`src/rtl/io_slot_client_pkg.sv`:
```
// Shared definitions for the IO slot client: arbiter direction codes,
// the client FSM state type and the buffered request entry layout.
// Request fields are sized to the widest supported word. Each instance
// zero-extends into the entry and slices back out to its own WORD_SIZE.
package gc;

  localparam logic IO_IN  = 1'b1;
  localparam logic IO_OUT = 1'b0;

  localparam int MAX_WORD_SIZE = 64;

  typedef enum logic [1:0] {
    ST_IDLE,
    ST_WAIT,
    ST_RESP
  } state_t;

  typedef struct packed {
    logic                     write;
    logic [MAX_WORD_SIZE-1:0] addr;
    logic [MAX_WORD_SIZE-1:0] wdata;
  } req_entry_t;

endpackage

```
`src/rtl/io_slot_client_if.sv`:
```
// Device-side request/response handshake plus the arbiter slot signals.
// The master modport is the device and arbiter side.
// The slave modport is the io_slot_client side.
interface io_slot_client_if #(
  parameter int WORD_SIZE = 16
);

  logic                 req_valid;
  logic                 req_ready;
  logic                 req_write;
  logic [WORD_SIZE-1:0] req_addr;
  logic [WORD_SIZE-1:0] req_wdata;

  logic                 rsp_valid;
  logic                 rsp_ready;
  logic                 rsp_write;
  logic [WORD_SIZE-1:0] rsp_rdata;

  logic                 slot_valid;
  logic [WORD_SIZE-1:0] arb_addr;
  logic [WORD_SIZE-1:0] arb_wdata;
  logic                 arb_dir;
  logic [WORD_SIZE-1:0] arb_rdata;

  logic                 timeout_err;

  modport master (
    output req_valid, req_write, req_addr, req_wdata, rsp_ready,
           slot_valid, arb_rdata,
    input  req_ready, rsp_valid, rsp_write, rsp_rdata,
           arb_addr, arb_wdata, arb_dir, timeout_err
  );

  modport slave (
    input  req_valid, req_write, req_addr, req_wdata, rsp_ready,
           slot_valid, arb_rdata,
    output req_ready, rsp_valid, rsp_write, rsp_rdata,
           arb_addr, arb_wdata, arb_dir, timeout_err
  );

endinterface

```
`src/rtl/io_req_fifo.sv`:
```
// Request buffer for io_slot_client: a FIFO_DEPTH-entry circular FIFO
// with registered occupancy count. Pointers wrap naturally because the
// depth is a power of two. Push while full and pop while empty are ignored.
module io_req_fifo
  import gc::*;
#(
  parameter int WORD_SIZE  = 16,
  parameter int FIFO_DEPTH = 4
) (
  input  logic                            clk,
  input  logic                            rst,
  input  logic                            push,
  input  req_entry_t                      push_entry,
  input  logic                            pop,
  output req_entry_t                      head,
  output logic [$clog2(FIFO_DEPTH+1)-1:0] count,
  output logic                            full,
  output logic                            empty
);

  localparam int PTR_W = $clog2(FIFO_DEPTH);
  localparam int CNT_W = $clog2(FIFO_DEPTH + 1);

  logic                 mem_write [FIFO_DEPTH];
  logic [WORD_SIZE-1:0] mem_addr  [FIFO_DEPTH];
  logic [WORD_SIZE-1:0] mem_wdata [FIFO_DEPTH];
  logic [PTR_W-1:0]     wr_ptr;
  logic [PTR_W-1:0]     rd_ptr;
  logic                 do_push;
  logic                 do_pop;

  assign full    = (count == CNT_W'(FIFO_DEPTH));
  assign empty   = (count == '0);
  assign do_push = push && !full;
  assign do_pop  = pop && !empty;

  assign head = '{write: mem_write[rd_ptr],
                  addr:  MAX_WORD_SIZE'(mem_addr[rd_ptr]),
                  wdata: MAX_WORD_SIZE'(mem_wdata[rd_ptr])};

  // Entry storage: written at the tail on an accepted push, never reset.
  always_ff @(posedge clk) begin
    if (do_push) begin
      mem_write[wr_ptr] <= push_entry.write;
      mem_addr[wr_ptr]  <= push_entry.addr[WORD_SIZE-1:0];
      mem_wdata[wr_ptr] <= push_entry.wdata[WORD_SIZE-1:0];
    end
  end

  // Pointer and count bookkeeping. A simultaneous push and pop leave count unchanged.
  always_ff @(posedge clk) begin
    if (rst) begin
      wr_ptr <= '0;
      rd_ptr <= '0;
      count  <= '0;
    end else begin
      if (do_push) wr_ptr <= wr_ptr + 1'b1;
      if (do_pop)  rd_ptr <= rd_ptr + 1'b1;
      case ({do_push, do_pop})
        2'b10:   count <= count + 1'b1;
        2'b01:   count <= count - 1'b1;
        default: count <= count;
      endcase
    end
  end

endmodule

```
`src/rtl/io_slot_client.sv`:
```
// IO slot client: buffers device memory requests and presents the oldest
// request to the IO arbiter. It completes that request in the first cycle
// the arbiter grants this client's slot. It then holds one response until
// the device takes it.
// Optional feature macro: IO_CLIENT_TIMEOUT_EN. When defined, this enables a
// sticky watchdog on slot-wait time.
module io_slot_client
  import gc::*;
#(
  parameter int WORD_SIZE      = 16,
  parameter int FIFO_DEPTH     = 4,
  parameter int TIMEOUT_CYCLES = 64
) (
  input logic clk,
  input logic rst,
  io_slot_client_if.slave bus
);

  localparam int CNT_W = $clog2(FIFO_DEPTH + 1);

  state_t               state;
  req_entry_t           push_entry;
  req_entry_t           head;
  logic [CNT_W-1:0]     count;
  logic                 full;
  logic                 empty;
  logic                 push;
  logic                 pop;
  logic                 rsp_valid_q;
  logic                 rsp_write_q;
  logic [WORD_SIZE-1:0] rsp_rdata_q;

  assign push = bus.req_valid && !full;
  assign pop  = (state == ST_WAIT) && bus.slot_valid;

  assign push_entry = '{write: bus.req_write,
                        addr:  MAX_WORD_SIZE'(bus.req_addr),
                        wdata: MAX_WORD_SIZE'(bus.req_wdata)};

  io_req_fifo #(
    .WORD_SIZE (WORD_SIZE),
    .FIFO_DEPTH(FIFO_DEPTH)
  ) u_fifo (
    .clk       (clk),
    .rst       (rst),
    .push      (push),
    .push_entry(push_entry),
    .pop       (pop),
    .head      (head),
    .count     (count),
    .full      (full),
    .empty     (empty)
  );

  assign bus.req_ready = !full;
  assign bus.rsp_valid = rsp_valid_q;
  assign bus.rsp_write = rsp_write_q;
  assign bus.rsp_rdata = rsp_rdata_q;

  // Arbiter outputs follow the FIFO head only while waiting for a slot.
  always_comb begin
    bus.arb_addr  = '0;
    bus.arb_wdata = '0;
    bus.arb_dir   = IO_OUT;
    if (state == ST_WAIT) begin
      bus.arb_addr  = head.addr[WORD_SIZE-1:0];
      bus.arb_wdata = head.wdata[WORD_SIZE-1:0];
      bus.arb_dir   = head.write ? IO_IN : IO_OUT;
    end
  end

  // Client FSM: the registered response fields are only updated on a granted slot.
  always_ff @(posedge clk) begin
    if (rst) begin
      state       <= ST_IDLE;
      rsp_valid_q <= 1'b0;
      rsp_write_q <= 1'b0;
      rsp_rdata_q <= '0;
    end else begin
      case (state)
        ST_IDLE: begin
          if (count != '0) state <= ST_WAIT;
        end
        ST_WAIT: begin
          if (bus.slot_valid) begin
            state       <= ST_RESP;
            rsp_valid_q <= 1'b1;
            rsp_write_q <= head.write;
            rsp_rdata_q <= head.write ? '0 : bus.arb_rdata;
          end
        end
        ST_RESP: begin
          if (bus.rsp_ready) begin
            rsp_valid_q <= 1'b0;
            state       <= (count != '0) ? ST_WAIT : ST_IDLE;
          end
        end
        default: state <= ST_IDLE;
      endcase
    end
  end

`ifdef IO_CLIENT_TIMEOUT_EN
  localparam int WD_W = $clog2(TIMEOUT_CYCLES + 1);

  logic [WD_W-1:0] wd_count;
  logic            wd_err;

  assign bus.timeout_err = wd_err;

  // Watchdog: counts ungranted WAIT cycles; the error flag stays set until reset.
  always_ff @(posedge clk) begin
    if (rst) begin
      wd_count <= '0;
      wd_err   <= 1'b0;
    end else if ((state == ST_WAIT) && !bus.slot_valid) begin
      if (wd_count != WD_W'(TIMEOUT_CYCLES)) wd_count <= wd_count + 1'b1;
      if (wd_count == WD_W'(TIMEOUT_CYCLES - 1)) wd_err <= 1'b1;
    end else begin
      wd_count <= '0;
    end
  end
`else
  assign bus.timeout_err = 1'b0;
`endif

endmodule

```
`src/flat_wrapper.sv`:
```
// flat-port wrapper written by rule: the top's interface ports become plain ports
module io_slot_client_flat import gc::*;
#(
  parameter int WORD_SIZE      = 16,
  parameter int FIFO_DEPTH     = 4,
  parameter int TIMEOUT_CYCLES = 64
)
  (clk, rst, bus_req_valid, bus_req_write, bus_req_addr, bus_req_wdata, bus_rsp_ready, bus_slot_valid, bus_arb_rdata, bus_req_ready, bus_rsp_valid, bus_rsp_write, bus_rsp_rdata, bus_arb_addr, bus_arb_wdata, bus_arb_dir, bus_timeout_err);
  io_slot_client_if #(.WORD_SIZE(WORD_SIZE)) bus_i ();
  input logic clk;
  input logic rst;
  input wire logic [$bits(bus_i.req_valid)-1:0] bus_req_valid;
  input wire logic [$bits(bus_i.req_write)-1:0] bus_req_write;
  input wire logic [$bits(bus_i.req_addr)-1:0] bus_req_addr;
  input wire logic [$bits(bus_i.req_wdata)-1:0] bus_req_wdata;
  input wire logic [$bits(bus_i.rsp_ready)-1:0] bus_rsp_ready;
  input wire logic [$bits(bus_i.slot_valid)-1:0] bus_slot_valid;
  input wire logic [$bits(bus_i.arb_rdata)-1:0] bus_arb_rdata;
  output wire logic [$bits(bus_i.req_ready)-1:0] bus_req_ready;
  output wire logic [$bits(bus_i.rsp_valid)-1:0] bus_rsp_valid;
  output wire logic [$bits(bus_i.rsp_write)-1:0] bus_rsp_write;
  output wire logic [$bits(bus_i.rsp_rdata)-1:0] bus_rsp_rdata;
  output wire logic [$bits(bus_i.arb_addr)-1:0] bus_arb_addr;
  output wire logic [$bits(bus_i.arb_wdata)-1:0] bus_arb_wdata;
  output wire logic [$bits(bus_i.arb_dir)-1:0] bus_arb_dir;
  output wire logic [$bits(bus_i.timeout_err)-1:0] bus_timeout_err;
  assign bus_i.req_valid = bus_req_valid;
  assign bus_i.req_write = bus_req_write;
  assign bus_i.req_addr = bus_req_addr;
  assign bus_i.req_wdata = bus_req_wdata;
  assign bus_i.rsp_ready = bus_rsp_ready;
  assign bus_i.slot_valid = bus_slot_valid;
  assign bus_i.arb_rdata = bus_arb_rdata;
  assign bus_req_ready = bus_i.req_ready;
  assign bus_rsp_valid = bus_i.rsp_valid;
  assign bus_rsp_write = bus_i.rsp_write;
  assign bus_rsp_rdata = bus_i.rsp_rdata;
  assign bus_arb_addr = bus_i.arb_addr;
  assign bus_arb_wdata = bus_i.arb_wdata;
  assign bus_arb_dir = bus_i.arb_dir;
  assign bus_timeout_err = bus_i.timeout_err;
  io_slot_client #(.WORD_SIZE(WORD_SIZE), .FIFO_DEPTH(FIFO_DEPTH), .TIMEOUT_CYCLES(TIMEOUT_CYCLES)) u_core (.clk(clk), .rst(rst), .bus(bus_i));
endmodule
```
`config.mk`:
```
export PLATFORM = sky130hd
export DESIGN_NAME = io_slot_client_flat
export DESIGN_NICKNAME = d
export VERILOG_FILES = /design/src/rtl/io_slot_client_pkg.sv /design/src/rtl/io_slot_client_if.sv /design/src/rtl/io_req_fifo.sv /design/src/rtl/io_slot_client.sv /design/src/flat_wrapper.sv
export SDC_FILE = /design/constraint.sdc
export NUM_CORES = 1
export LEC_CHECK = 0
export CAP_MARGIN = 20
export CORE_MARGIN = 2
export CORE_UTILIZATION = 50
export CTS_CLUSTER_SIZE = 24
export DETAILED_ROUTE_END_ITERATION = 10
export PLACE_DENSITY = 0.85
export SETUP_SLACK_MARGIN = 0.3
export SYNTH_ARGS = -nofsm -noshare
export SYNTH_HDL_FRONTEND = slang
export SYNTH_SLANG_ARGS = --single-unit
```
`constraint.sdc`:
```
create_clock -name clk -period 3.6 [get_ports clk]
set_clock_uncertainty 0.15 [all_clocks]
set_input_delay 0.72 -clock clk [delete_from_list [all_inputs] [get_ports clk]]
set_output_delay 0.72 -clock clk [all_outputs]
set_load 0.05 [all_outputs]
```
==> Word-level counts from Yosys, hierarchy flattened <==
Memory sizes are Yosys's and may differ from the RTL's. A register that Yosys moved wholly into a read port is not among the register bits.
Index checks and enable logic that the tools add are counted.
W data, S select, Z words.
{ "classes": {"n_reduce_logical": 14, "n_addsub": 4, "n_mux": 22, "n_eq_ne": 8} }
{ "ops": {"columns": ["cell", "n"], "rows": [
  ["$mux W16", 3],
  ["$mux W2", 9],
  ["$mux W1", 7],
  ["$pmux W2 S3", 1],
  ["$pmux W3 S2", 1],
  ["$reduce_and A3 Y1", 2],
  ["$add A2 B1 Y2 const B", 2],
  ["$eq A2 B1 Y1 const B", 2],
  ["$eq A2 B2 Y1 const B", 2],
  ["$logic_and A1 B1 Y1", 4],
  ["$ne A2 B2 Y1 const B", 2],
  ["$reduce_bool A2 Y1", 2],
  ["$add A3 B1 Y3 const B", 1],
  ["$eq A3 B3 Y1 const B", 1],
  ["$logic_not A3 Y1", 1],
  ["$reduce_bool A3 Y1", 1],
  ["$sub A3 B1 Y3 const B", 1],
  ["$logic_not A1 Y1", 2],
  ["$logic_not A2 Y1", 1],
  ["$ne A2 B1 Y1 const B", 1],
  ["$pmux W1 S2", 1],
  ["$reduce_and A2 Y1", 1]
]} }
{ "totals": {"wordCells": 58, "ff_bits": 27, "output_inout_bits": 53, "mem_count": 3, "ram_bits": 132, "inputBits": 54} }
{ "memory_table": {"columns": ["name", "depth", "width", "rd", "rd_ports_with_merged_regs", "wr", "line_no", "source"], "rows": [
  ["u_core.u_fifo.mem_addr", 4, 16, 1, 1, 1, "io_req_fifo.sv:25", "logic [WORD_SIZE-1:0] mem_addr [FIFO_DEPTH];"],
  ["u_core.u_fifo.mem_wdata", 4, 16, 1, 1, 1, "io_req_fifo.sv:26", "logic [WORD_SIZE-1:0] mem_wdata [FIFO_DEPTH];"],
  ["u_core.u_fifo.mem_write", 4, 1, 1, 1, 1, "io_req_fifo.sv:24", "logic mem_write [FIFO_DEPTH];"]
]} }

==> Logic depth before layout (Yosys ltp) <==
Gate-level depths: netlist (run 1).
{ "logic_depth": {"depth_word": 6, "depth_mapped": 9, "depth_no_buf": 8} }

==> Hierarchy <==
Synthesis (run 1) repeated with hierarchy kept, for this count alone.
{ "unflattened": {"hier_cells": 455, "hier_area_um2": 7229.4} }
{ "by_module_without_submodules": {"columns": ["mod", "instances", "cells_each", "seq_area_each_um2", "area_per_inst_um2"], "rows": [
  ["io_req_fifo", 1, 324, 4144.0, 6020.8],
  ["io_slot_client", 1, 131, 400.4, 1208.7]
]} }

==> Worst setup path before layout (run 1) <==
No wires, ideal clock.
{ "synth_timing": {"path_type": "register to output", "start": "reg (tool-made name)", "end": "out bus_arb_addr[0]", "slack_ns": 0.935, "t_required_ns": 2.730, "arrival_time_ns": 1.795, "path_stages_with_launch": 5, "path_cell_list": "dfxtp_1 clkbuf_1 clkbuf_1 mux4_2 nor2b_1"} }
{ "synth_rtl": {"columns": ["item", "line_no", "source"], "rows": [
  ["to (decl)", "flat_wrapper.sv:23", "output wire logic [$bits(bus_i.arb_addr)-1:0] bus_arb_addr;"]
]} }

==> results of run 1 <==
layer usage:
metal	wire, um	part of all wire (%)
met5	0	0
met4	187	1.6
met3	525	4.4
met2	6320	53
met1	4780	40
worst max-delay path by stage:
stage,cells after the start,slack [ns],to
final,4,0.48,bus_arb_addr[15]
after global routing,4,0.36,bus_arb_wdata[5]
after global placement,4,0.61,bus_arb_addr[15]
after floorplan,4,0.93,bus_arb_addr[0]
after CTS,4,0.43,bus_arb_addr[15]
after detailed placement,9,0.56,u_core.u_fifo.count[2]
where the power goes:
group	internal (mW)	switching, mW	total [mW]	leakage [nW]
Clock	1.14	0.664	1.80	0.287
Combinational	0.228	0.398	0.626	1.01
Sequential	2.10	0.0309	2.14	1.45
timing repair:
item                       4_1_cts  5_1_grt
hold buffers                     0        0
resized for setup               32        0
buffers inserted                 0        0
setup endpoints to repair       31        0
cells in the mapped netlist, drive strengths merged, types with 5 or more instances:
cell and number:
dfxtp 29, nand3b 17, ha 5, nor2 5
nor2b 35, inv 6, edfxtp 132, nand2 21
a21oi 26, buf 9, clkbuf 13, mux4 33
state kept, by name, summed over array words and instances (netlist names), named ones only:
register and cells:
u_core.u_fifo.mem_wdata 64, u_core.bus.rsp_write 1, u_core.u_fifo.count 3, u_core.u_fifo.mem_write 4, u_core.state 2, u_core.u_fifo.mem_addr 64
u_core.bus.rsp_rdata 16, u_core.bus.rsp_valid 1, u_core.u_fifo.rd_ptr 2, u_core.u_fifo.wr_ptr 2
cells by family after synthesis:
kind of cell               share of synthesized area (%)
AOI/OAI and AO/OA                                   2.85
xor gates and xnor gates                           0.281
adders and majority gates                           1.33
buffers and inverters                               2.07
DFF                                                 72.9
muxes                                               11.9
other                                             0.0602
and+or+nand+nor                                     8.57
worst max-delay path, delay by kind of cell, from the launching register on:
kind          cells  cell delay [ns]
buf+inv           2             0.80
mux               1             0.55
flops             1             0.32
simple gates      1             0.17
layout make-up:
| cell class | instances | area (sq um) | area share (%) |
|---|---|---|---|
| clock buffers | 17 | 425 | 5.27 |
| clock inverters | 14 | 171 | 2.12 |
| inverters | 6 | 22.5 | 0.279 |
| multi-input cells | 167 | 1570 | 19.5 |
| flip-flops and latches | 161 | 4550 | 56.3 |
| well taps | 168 | 210 | 2.60 |
| repair buffers | 117 | 1120 | 13.9 |
==> impl_metrics.tcl, run 1 <==
set metrics [dict create \
    outcome "finished, final reports clean" \
    final_cell_area_sq_mm 0.00807 \
    rrSetupSlack_ns 1.01 \
    slew_viol_final 0 \
    tritoncts "done" \
    drt-vias-per-instance 5.31 \
    timing.hold.worst.start "u_core.bus.rsp_rdata[14]" \
    critPathSlowestCell "sky130_fd_sc_hd__mux4_2" \
    crit_required_ns 2.73 \
    timing.final.crit_share_pct 86.5 \
    dp_hpwl_mm 7.49 \
    place.port_buffers 105 \
    nNetsFinal 530 \
    vdd_drop_max_mv 0.364 \
    num_antenna_cells 0 \
    cts-buffers-inserted 17 \
    clock_sink_count 161 \
    end_kind "primary output" \
    crit_fanout 19 \
    clk-insertion-delay-late_ns 0.41 \
    vias 3449 \
    rsz0062_at_grt "no" \
    synth_area_per_cell_sq_um 17.5 \
    crit_chain "buf_4, mux4_2, nor2b_1, dlygate4sd2_1" \
    routabilityCongestion 0.699 \
    utilization_pct 66.6 \
    global_route.usage.met1_pct 22.1 \
    synth_seq_area_share_pct 72.9 \
    drt_iter0_markers 179 \
    period_needed_ns 3.12 \
    drt-total-wl_mm 11.8 \
    synth_enable_flop_cells 132 \
    yosys-top-cells-area "sky130_fd_sc_hd__edfxtp_1 64%, sky130_fd_sc_hd__mux4_2 12%, sky130_fd_sc_hd__dfxtp_1 9.3%" \
    p_total_mw 4.57 \
    pwr_density_cell_mw_per_mm2 566 \
    cp_data_arrival_time_ns 2.25 \
    p_leak_nw 2.74 \
    dpl-instance-area_sq_mm 0.00751 \
    netlist_instances 356 \
    grt_max_degree 35 \
    type_of_the_worst_min_delay_path "register to register" \
    timing.rr.end "u_core.u_fifo.count[2]" \
    worst_setup_hold_path_clk_slew_ns 0.06 \
    first_global_vias 3687 \
    placed_cells 619 \
    drive_gt1_share_pct 17.0 \
    postRouteAntennaNets 0 \
    cts_htree_levels 4 \
    globalRouteTotalUtil_pct 19.0 \
    grt_first_pass_wirelength_mm 18.5 \
    fmax_mhz 321 \
    whs_endpoint "u_core.bus.rsp_rdata[14]" \
    drv.max_cap_violation_count 0 \
    setup_crit_path_kind "register to primary output" \
    drt_pass1_iterations 4 \
    yosys_most_used_dff "sky130_fd_sc_hd__edfxtp_1" \
    n_fill_cell 859 \
    initial_utilization_pct 51.5 \
    synth_nets 416 \
    relSlewSlack_pct 32.8 \
    grt_antenna_before_repair 0 \
    number_of_unique_standard_cell_types_used_by_synthesis 30 \
    syn_area_sq_mm 0.00623 \
    worst_setup_path_start_kind "register" \
    most-common-layout-cells "132 x sky130_fd_sc_hd__edfxtp_1, 72 x sky130_fd_sc_hd__clkdlybuf4s50_1, 35 x sky130_fd_sc_hd__nor2b_1" \
    dieArea_sq_mm 0.0134 \
    timing.hold.ws_ns 0.306 \
    finalSetupTns_ns 0 \
    setup_viol_count_final 0 \
    die_width_um 116 \
    num_io_pins 107 \
    cts_max_path_buffers 2 \
    post-place-ws_ns 0.556 \
    async_reset_ff_share_pct 0 \
    max_slew.worst_pin.slew_ns 1.00 \
    grt_busiest_layer "met2" \
    synth_warnings 0 \
    clock-root-buffer "sky130_fd_sc_hd__clkbuf_16" \
    grt_util_met3_pct 5.49 \
    grt_overflow_total 0 \
    reg2regPathDepth 8 \
    setup_slack_ns 0.485 \
    area_delta_synth_final_pct 29.5 \
    fin_hold_viols 0 \
    worst_hold_stages 2 \
    slowest_delay_ns 0.55 \
    layout_commonest_cell "sky130_fd_sc_hd__edfxtp_1" \
    grt.met2_usage_pct 33.3 \
    synth_top_cell_by_area "sky130_fd_sc_hd__edfxtp_1" \
    drc_violations 0 \
    wl_per_cell_um 18.2 \
    floorplan.core_area_sq_mm 0.0121 \
    ff_latch_count_synth 161 \
    die_h_um 116 \
    row_count 40 \
    critical_path.reg2reg.startpoint "u_core.u_fifo.count[2]" \
    layout.cells.non_filler 650 \
    post-synth-top-area-fraction_pct 63.6 \
]
(Power assumes the default switching activity.)
==> run 2: changes to the inputs <==
Settings changed: CORE_MARGIN 2 to 5, PLACE_DENSITY 0.85 to default, PLACE_DENSITY_LB_ADDON from default to 0.12, SETUP_SLACK_MARGIN 0.3 to default.
==> run 2 against run 1 <==
Net effect:
- combinational power is 5.8% higher
- hold slack worse by 0.0028 ns
- via count is 2.3% lower
- largest cell class unchanged
==> impl_metrics.tcl, run 2 (synthesis results as in run 1) <==
set metrics [dict create \
    layout_commonest_cell "sky130_fd_sc_hd__edfxtp_1" \
    layout.cells.non_filler 648 \
    cts_resized 0 \
    pwr_density_cell_mw_per_mm2 543 \
    die_h_um 122 \
    globalRouteTotalUtil_pct 16.4 \
    drt-total-wl_mm 11.6 \
    place.port_buffers 105 \
    critPathSlowestCell "sky130_fd_sc_hd__clkdlybuf4s50_1" \
    clock-root-buffer "sky130_fd_sc_hd__clkbuf_16" \
    multi_input_comb_area_sq_mm 0.00157 \
    grt.met2_usage_pct 27.0 \
    dieArea_sq_mm 0.0148 \
    post_cts_hold_buffer_count 0 \
    crit_fanout 18 \
    most-common-layout-cells "132 x sky130_fd_sc_hd__edfxtp_1, 104 x sky130_fd_sc_hd__clkdlybuf4s50_1, 35 x sky130_fd_sc_hd__nor2b_1" \
    type_of_the_worst_min_delay_path "register to register" \
    setup_viol_count_final 0 \
    drc_violations 0 \
    worst_setup_path_start_kind "register" \
    initial_utilization_pct 51.5 \
    clk-insertion-delay-late_ns 0.41 \
    worstPathBufferInverterCount 2 \
    finalSetupTns_ns 0 \
    grt_first_pass_wirelength_mm 18.3 \
    num_antenna_cells 0 \
    p_leak_nw 2.56 \
    placed_cells 616 \
    fin_hold_viols 0 \
    worstSetupPathDepth 4 \
    worst_path_dominant_cell_family "buffers and inverters" \
    worstSetupEndpoint "bus_arb_addr[4]" \
    rsz0062_at_grt "no" \
    nNetsFinal 527 \
    timing.rr.end "u_core.u_fifo.count[2]" \
    drv.max_cap_violation_count 0 \
    cts_max_path_buffers 2 \
    area_occupied_by_registers_sq_mm 0.00455 \
    drt_pass1_iterations 4 \
    cp_data_arrival_time_ns 2.50 \
    vias 3369 \
    clock_sink_count 161 \
    area_delta_synth_final_pct 29.0 \
    timing.final.crit_share_pct 93.7 \
    cts-buffers-inserted 17 \
    num_io_pins 107 \
    vdd_drop_max_mv 0.318 \
    row_count 40 \
    drive_gt1_share_pct 14.8 \
    grt_util_met3_pct 4.83 \
    grt_max_degree 34 \
    wl_per_cell_um 17.9 \
    critical_path.reg2reg.startpoint "u_core.u_fifo.count[0]" \
    relSlewSlack_pct 32.9 \
    rrSetupSlack_ns 1.06 \
    slowest_delay_ns 0.72 \
    global_route.usage.met1_pct 20.4 \
    reg2regPathDepth 8 \
    die_width_um 122 \
    crit_chain "buf_4, mux4_2, nor2b_1, clkdlybuf4s50_1" \
    routabilityCongestion 0.653 \
    grt_busiest_layer "met2" \
    period_needed_ns 3.37 \
    dp_hpwl_mm 7.26 \
    cts_htree_levels 4 \
    grt_antenna_before_repair 0 \
    tritoncts "done" \
    slew_viol_final 0 \
    max_slew.worst_pin.slew_ns 1.00 \
    post_cts.repair.setup_buffers 0 \
    n_fill_cell 874 \
    grt_overflow_total 0 \
    setup_crit_path_kind "register to primary output" \
    first_global_vias 3517 \
    fmax_mhz 296 \
    postRouteAntennaNets 0 \
    outcome "finished, final reports clean" \
    floorplan.core_area_sq_mm 0.0121 \
    drt_iter0_markers 338 \
    crit_required_ns 2.73 \
    worst_setup_hold_path_clk_slew_ns 0.06 \
    drt-vias-per-instance 5.20 \
    end_kind "primary output" \
]
run 2: cell types whose count changed in the layout (fill, tap and decap cells not counted), sizes merged:
cell | before | now
clkdlybuf4s50 | 72 | 104
dlygate4sd2 | 31 | 0
clkbuf | 17 | 23
buf | 14 | 10
bufinv | 4 | 1
clkinvlp | 3 | 1
run 2: worst min path at each step:
stage	from	to	slack [ns]	cells after the start
detailed placement	u_core.bus.rsp_rdata[6]	u_core.bus.rsp_rdata[6]	0.30	2
CTS	u_core.bus.rsp_rdata[6]	u_core.bus.rsp_rdata[6]	0.30	2
global route	u_core.bus.rsp_rdata[7]	u_core.bus.rsp_rdata[7]	0.32	2
floorplan	u_core.u_fifo.rd_ptr[1]	register	0.30	2
finish	u_core.bus.rsp_rdata[6]	u_core.bus.rsp_rdata[6]	0.30	2
global placement	u_core.bus.rsp_rdata[12]	u_core.bus.rsp_rdata[12]	0.29	2
run 2: final cells by class:
cell class / instances / area share (%)
inverters: 6 / 0.280
flip-flops and latches: 161 / 56.6
repair buffers: 114 / 14.7
clock inverters: 9 / 0.825
clock buffers: 23 / 5.57
multi-input cells: 167 / 19.5
well taps: 168 / 2.61
run 2: metal layers:
| layer | wire, um | vias to the layer above | share of wire, % |
|---|---|---|---|
| li1 | - | 1582 | - |
| met1 | 4880 | 1679 | 42 |
| met2 | 5900 | 90 | 51 |
| met3 | 615 | 18 | 5.3 |
| met4 | 198 | 0 | 1.7 |
| met5 | 0 | - | 0 |
run 2: report_power, final:
group          leakage (nW)  internal (mW)  total [mW]  switching [mW]
registers              1.45           2.10        2.13          0.0279
logic                 0.865          0.262       0.662           0.400
clock network         0.247          0.935        1.57           0.638
total                  2.56           3.30        4.37            1.07
run 2: through the flow:
step                hold slack [ns]  power [mW]  setup slack [ns]  util [%]  cell area, sq um
floorplan                     0.303        2.59             0.935         -              6230
global placement              0.293        2.83             0.613      62.1              7520
detailed placement            0.297        2.84             0.607      62.1              7520
CTS                           0.305        4.41             0.154      66.4              8040
global route                  0.322        4.54            0.0992      66.4              8040
finish                        0.303        4.37             0.226      66.4              8040
run 2: worst reg2reg max path, stage by stage, from the launching register on:
cell and delay (ns):
sky130_fd_sc_hd__dfxtp_1 0.34, sky130_fd_sc_hd__or3b_1 0.54, sky130_fd_sc_hd__nand2_1 0.13, sky130_fd_sc_hd__ha_1 0.19, sky130_fd_sc_hd__inv_1 0.07, sky130_fd_sc_hd__fa_1 0.42, sky130_fd_sc_hd__xor2_1 0.16, sky130_fd_sc_hd__or3_1 0.30
sky130_fd_sc_hd__a21oi_1 0.15
